[config.mk]
export PLATFORM = sky130hd
export DESIGN_NAME = instr_packer
export DESIGN_NICKNAME = d
export VERILOG_FILES = /design/src/rtl/instr_packer.sv
export SDC_FILE = /design/constraint.sdc
export NUM_CORES = 1
export LEC_CHECK = 0
export BUFFER_PORTS_ARGS = -buffer_cell sky130_fd_sc_hd__buf_4
export CAP_MARGIN = 15
export CORE_AREA = 8 8 108 110
export DETAILED_ROUTE_END_ITERATION = 7
export DIE_AREA = 0 0 116 118
export PLACE_DENSITY_LB_ADDON = 0.3
export SLEW_MARGIN = 20
export SYNTH_ARGS = -nofsm -noshare
export SYNTH_HDL_FRONTEND = slang
export SYNTH_SLANG_ARGS = --single-unit
export TNS_END_PERCENT = 30
[constraint.sdc]
create_clock -name clk -period 4.6 [get_ports clk]
set_clock_uncertainty 0.2 [all_clocks]
set_input_delay 0.46 -clock clk [delete_from_list [all_inputs] [get_ports clk]]
set_output_delay 0.46 -clock clk [all_outputs]
set_load 0.01 [all_outputs]
[src/rtl/instr_packer.sv]
// Packs RV32I instruction fields into 32-bit words and streams them to the
// instruction memory write port through a one-deep registered output stage.
module instr_packer #(
    parameter int unsigned       ADDR_W    = 32,
    parameter logic [ADDR_W-1:0] BASE_ADDR = '0
) (
    input  logic              clk,
    input  logic              rst,
    input  logic              in_valid,
    output logic              in_ready,
    input  logic [2:0]        imm_sel,
    input  logic [31:0]       imm,
    input  logic [6:0]        opcode,
    input  logic [4:0]        rd,
    input  logic [4:0]        rs1,
    input  logic [4:0]        rs2,
    input  logic [2:0]        funct3,
    input  logic [6:0]        funct7,
    output logic              wr_en,
    output logic [ADDR_W-1:0] wr_addr,
    output logic [31:0]       wr_data,
    input  logic              mem_ready,
    output logic              err,
    output logic [7:0]        err_cnt,
    output logic [15:0]       wr_count
);

    localparam logic [2:0] SelI = 3'd0;
    localparam logic [2:0] SelS = 3'd1;
    localparam logic [2:0] SelJ = 3'd2;
    localparam logic [2:0] SelU = 3'd3;
    localparam logic [2:0] SelB = 3'd4;
    localparam logic [2:0] SelR = 3'd5;

    logic              wr_en_q, wr_en_d;
    logic [ADDR_W-1:0] wr_addr_q, wr_addr_d;
    logic [31:0]       wr_data_q, wr_data_d;
    logic              err_q, err_d;
    logic [7:0]        err_cnt_q, err_cnt_d;
    logic [15:0]       wr_count_q, wr_count_d;

    logic [31:0] packed_word;
    logic        encodable;
    logic        accept;
    logic        complete;

    // Sign-extension checks: the dropped upper bits must all match the top kept bit.
    logic sext11_ok, sext12_ok, sext20_ok;
    assign sext11_ok = (imm[31:11] == '0) || (imm[31:11] == '1);
    assign sext12_ok = (imm[31:12] == '0) || (imm[31:12] == '1);
    assign sext20_ok = (imm[31:20] == '0) || (imm[31:20] == '1);

    // Scatter fields into the instruction word and judge encodability.
    always_comb begin
        packed_word = '0;
        encodable   = 1'b0;
        case (imm_sel)
            SelI: begin
                packed_word = {imm[11:0], rs1, funct3, rd, opcode};
                encodable   = sext11_ok;
            end
            SelS: begin
                packed_word = {imm[11:5], rs2, rs1, funct3, imm[4:0], opcode};
                encodable   = sext11_ok;
            end
            SelB: begin
                packed_word = {imm[12], imm[10:5], rs2, rs1, funct3, imm[4:1], imm[11], opcode};
                encodable   = !imm[0] && sext12_ok;
            end
            SelU: begin
                packed_word = {imm[31:12], rd, opcode};
                encodable   = (imm[11:0] == 12'd0);
            end
            SelJ: begin
                packed_word = {imm[20], imm[10:1], imm[11], imm[19:12], rd, opcode};
                encodable   = !imm[0] && sext20_ok;
            end
            SelR: begin
                packed_word = {funct7, rs2, rs1, funct3, rd, opcode};
                encodable   = 1'b1;
            end
            default: begin
                packed_word = '0;
                encodable   = 1'b0;
            end
        endcase
    end

    assign in_ready = !wr_en_q || mem_ready;
    assign accept   = in_valid && in_ready;
    assign complete = wr_en_q && mem_ready;

    // Next-state: completion advances address/count; accepted words reload the
    // output stage, rejected ones only touch the error bookkeeping.
    always_comb begin
        wr_en_d    = wr_en_q;
        wr_addr_d  = wr_addr_q;
        wr_data_d  = wr_data_q;
        err_d      = err_q;
        err_cnt_d  = err_cnt_q;
        wr_count_d = wr_count_q;

        if (complete) begin
            wr_en_d    = 1'b0;
            wr_addr_d  = wr_addr_q + ADDR_W'(4);
            wr_count_d = wr_count_q + 16'd1;
        end

        if (accept) begin
            if (encodable) begin
                wr_en_d   = 1'b1;
                wr_data_d = packed_word;
            end else begin
                err_d = 1'b1;
                if (err_cnt_q != 8'hFF) begin
                    err_cnt_d = err_cnt_q + 8'd1;
                end
            end
        end
    end

    // State registers with synchronous reset; reset drops any pending word.
    always_ff @(posedge clk) begin
        if (rst) begin
            wr_en_q    <= 1'b0;
            wr_addr_q  <= BASE_ADDR;
            wr_data_q  <= '0;
            err_q      <= 1'b0;
            err_cnt_q  <= '0;
            wr_count_q <= '0;
        end else begin
            wr_en_q    <= wr_en_d;
            wr_addr_q  <= wr_addr_d;
            wr_data_q  <= wr_data_d;
            err_q      <= err_d;
            err_cnt_q  <= err_cnt_d;
            wr_count_q <= wr_count_d;
        end
    end

    assign wr_en    = wr_en_q;
    assign wr_addr  = wr_addr_q;
    assign wr_data  = wr_data_q;
    assign err      = err_q;
    assign err_cnt  = err_cnt_q;
    assign wr_count = wr_count_q;

endmodule

==> summary.log <==
INFO  layout         area_growth_syn_to_layout=31.34%
INFO  timing         timing.hold.ws=0.1857ns
INFO  yosys          mappedNetlistArea=4364um2
INFO  yosys          yosysWarnings=0
INFO  layout         filler_cell_count=954
INFO  yosys          synth_top_family_by_area=simple AND/OR/NAND/NOR gates
INFO  layout         layout.cells.most_common=sky130_fd_sc_hd__buf_4
INFO  yosys          postSynth.topFlopCell=sky130_fd_sc_hd__dfxtp_1
INFO  drt            firstDrtPassIters=4
INFO  die            initial_util=43.64%
INFO  drt            via_per_inst=5.513
INFO  critical_path  cp_data_arrival_time=3.01ns
INFO  timing         tns=0ns
INFO  die            floorplan.io_pins=162
INFO  die            floorplan.die_area=13,690um2
INFO  yosys          synthArstFlopShare=0%
INFO  critical_path  worstRegToRegCells=7
INFO  critical_path  timing.critical_path.required=4.67ns
INFO  critical_path  reg2reg_capture_point=wr_addr[31]$_SDFFE_PP0P_
INFO  yosys          synth-compound-area-share=17.57%
INFO  cts            cts_num_sinks=88
INFO  critical_path  endpoint_kind=flop
INFO  die            coreArea=10000um2
INFO  cts            holdBufCountCts=0
INFO  critical_path  r2r-start=wr_en$_SDFF_PP0_
INFO  drt            drt-wirelength-per-cell=16.55um
INFO  grt            grt_first_pass_wirelength=22.24mm
INFO  timing         timing_worst_slew_pin_value=0.8887ns
INFO  grt            number_of_global_route_vias_before_repair=4,583
INFO  placed_design  place_congestion=0.9332
INFO  cts            cts.reportedPaths.clkPinSlew=0.08ns
INFO  cts            root_buffer=sky130_fd_sc_hd__clkbuf_8
INFO  timing         grt_setup_unrepaired=no
INFO  critical_path  critPathKind=in -> reg
INFO  cts            cts_tree=yes
INFO  cts            h-tree-depth=3
INFO  yosys          mean_cell_area_of_the_mapped_netlist=7.993um2
INFO  layout         number_of_antenna_repair_diodes=0
INFO  grt            met2_usage=30.98%
INFO  drt            routed-via-count=4,532
INFO  cts            cts-buffers-inserted=9
INFO  timing         maxClockFrequency=0.3398GHz
INFO  timing         layout_worst_path_cycle_share=63.98%
INFO  min_path       min_path_cells=3
INFO  grt            gr-usage-all-layers=19.65%
INFO  timing         relative_slew_slack=40.75%
INFO  die            die-height=118um
INFO  min_path       worst_hold_startpoint=opcode[5]
INFO  critical_path  worstSetupStartpoint=imm_sel[1]
INFO  layout         most-common-layout-cells=sky130_fd_sc_hd__buf_4, sky130_fd_sc_hd__dfxtp_1, sky130_fd_sc_hd__nor2_1
INFO  drt            drt-total-wl=13.61mm
INFO  yosys          synth-edff-count=0
INFO  placed_design  post-dp-hpwl=10.37mm
INFO  layout         ratio_of_cells_with_drive_above_1_in_the_final_layout=27.26%
INFO  yosys          synth-adder-area-share=0.8601%
INFO  cts            ctsResizeCount=0
INFO  yosys          yosys.area_share.xor_xnor=7.827%
INFO  placed_design  numPortBuffers=159
INFO  yosys          postSynthRegisterBits=88
INFO  grt            top_usage_layer=met2
INFO  drt            ant_nets=0
INFO  yosys          syn-instance-count=546
INFO  run_status     outcome=completed
INFO  cts            insertion_delay=0.35ns
INFO  critical_path  path_max_fanout=30
INFO  cts            cts-root-to-sink-buffers=2
INFO  yosys          yosysSeqAreaShare=40.37%
INFO  grt            grt.met3_usage=6.670%
INFO  timing         period_minus_slack=2.943ns
INFO  die            fp.dieW=116um
INFO  die            floorplan_row_count=37
INFO  layout         post_layout_nets=755
INFO  drt            initial_drt_markers=308
INFO  pwr            vdd_drop_max=0.1276mV
INFO  yosys          count_of_different_cell_masters_after_synthesis=46
INFO  grt            globalRoute.totalOverflow=0
INFO  critical_path  critical_path.startpoint_type=input port
INFO  min_path       tightest_hold_check_type=in -> reg
INFO  job            drv.max_cap_violation_count=0
INFO  timing         final_setup_viols=0
INFO  min_path       worst_hold_path.endpoint=wr_data[5]$_SDFFE_PP0P_
INFO  cts            cts_post_setup_buffers_inserted=0
INFO  yosys          post_synth_mux_area_share=0.7454%
INFO  yosys          synth_simple_gate_area_share=27.29%
INFO  pwr            pwr_density_cell=252.4nW/um2
INFO  drt            drcViolationCount=0
INFO  grt            grt_antenna_before_repair=0
INFO  pwr            leakagePower=2.298nW
INFO  grt            grt_start_max_net_pins=90
INFO  grt            globalRouteMet1Util=24.47%
INFO  layout         final_util=57.32%
INFO  timing         report.final.slew_viol_count=0
INFO  timing         hold_violations=0
INFO  critical_path  internal_reg_to_reg_setup_slack=2.01ns
layer usage:
layer  vias to the layer above  routed length (um)
met5                         -                   0
met4                         0                 179
met3                        15                1329
met2                       196                6113
met1                      2101                5984
li1                       2220                   -
layout make-up:
type                            count  area (um2)  area share, %
Multi-Input combinational cell    413        2391          41.72
Sequential cell                    88        1762          30.74
Timing Repair Buffer              163        1224          21.35
Tap cell                          136       170.2          2.969
Clock buffer                       11       131.4          2.292
Clock inverter                      5       31.28         0.5457
Inverter                            6       22.52         0.3929
kinds of logic after synthesis:
kind of cell / count (synthesis)
compound gates: 123
fa+ha+maj: 3
other cells: 1
simple gates: 243
buf+inv: 46
xor+xnor: 39
mux: 3
flops: 88
cells in the mapped netlist (all sizes together), types with 2 or more instances:
library cell	number	area share, %
o21ai	27	3.1
nor4	10	1.4
o31ai	4	0.69
mux2	2	0.52
o221ai	6	1.2
a21oi	54	6.2
and2	3	0.43
ha	3	0.86
and3	11	1.6
nand2b	2	0.29
nand2	50	4.4
a2111oi	19	3.8
nor2	66	5.7
clkbuf	26	2.3
or4	4	0.69
or3	13	1.9
nand4	22	3.3
dfxtp	88	40
nor2b	11	1.6
a22oi	5	0.86
a211oi	2	0.46
xor2	27	5.4
buf	14	2.5
xnor2	12	2.4
inv	6	0.52
nand3	25	2.9
a31oi	2	0.29
nor3	25	3.0
metrics by stage:
stage	setup WS (ns)	power [W]	instance area (um2)	instances
4_1_cts	1.697	0.001460	5729	822
2_1_floorplan	2.143	0.0009024	4368	547
3_3_place_gp	1.392	0.0009986	5567	806
6_report	1.657	0.001447	5732	822
3_5_place_dp	1.342	0.001000	5567	806
5_1_grt	1.394	0.001514	5732	822
registers in the layout, indices dropped and copies added, names as in the netlist:
register and flops:
err 1, wr_en 1, err_cnt 8, wr_count 16, wr_addr 30, wr_data 32
power breakdown:
| part | internal [W] | leakage, nW | switching, W |
|---|---|---|---|
| registers | 0.000775 | 0.712 | 0.0000105 |
| logic | 0.0000871 | 1.50 | 0.000112 |
| clock network | 0.000196 | 0.0835 | 0.000266 |
| total | 0.00106 | 2.30 | 0.000389 |
worst max-delay path by stage:
stage | endpoint | slack, ns | cells after the start
floorplan | err_cnt[7]$_SDFFE_PP0P_ | 2.14 | 9
global placement | wr_data[4]$_SDFFE_PP0P_ | 1.39 | 9
detailed placement | wr_data[6]$_SDFFE_PP0P_ | 1.34 | 9
CTS | wr_data[2]$_SDFFE_PP0P_ | 1.70 | 9
global route | wr_data[2]$_SDFFE_PP0P_ | 1.39 | 9
finish | wr_data[0]$_SDFFE_PP0P_ | 1.66 | 9
critical path: stages:
cell and delay [ns]:
sky130_fd_sc_hd__buf_4 0.28, sky130_fd_sc_hd__or3b_1 0.40, sky130_fd_sc_hd__o21ai_0 0.09, sky130_fd_sc_hd__nand2_1 0.08, sky130_fd_sc_hd__a211oi_2 0.35, sky130_fd_sc_hd__o41a_1 0.74, sky130_fd_sc_hd__buf_4 0.32, sky130_fd_sc_hd__nand4_1 0.13
sky130_fd_sc_hd__a21oi_1 0.16
(Power assumes the default switching activity.)
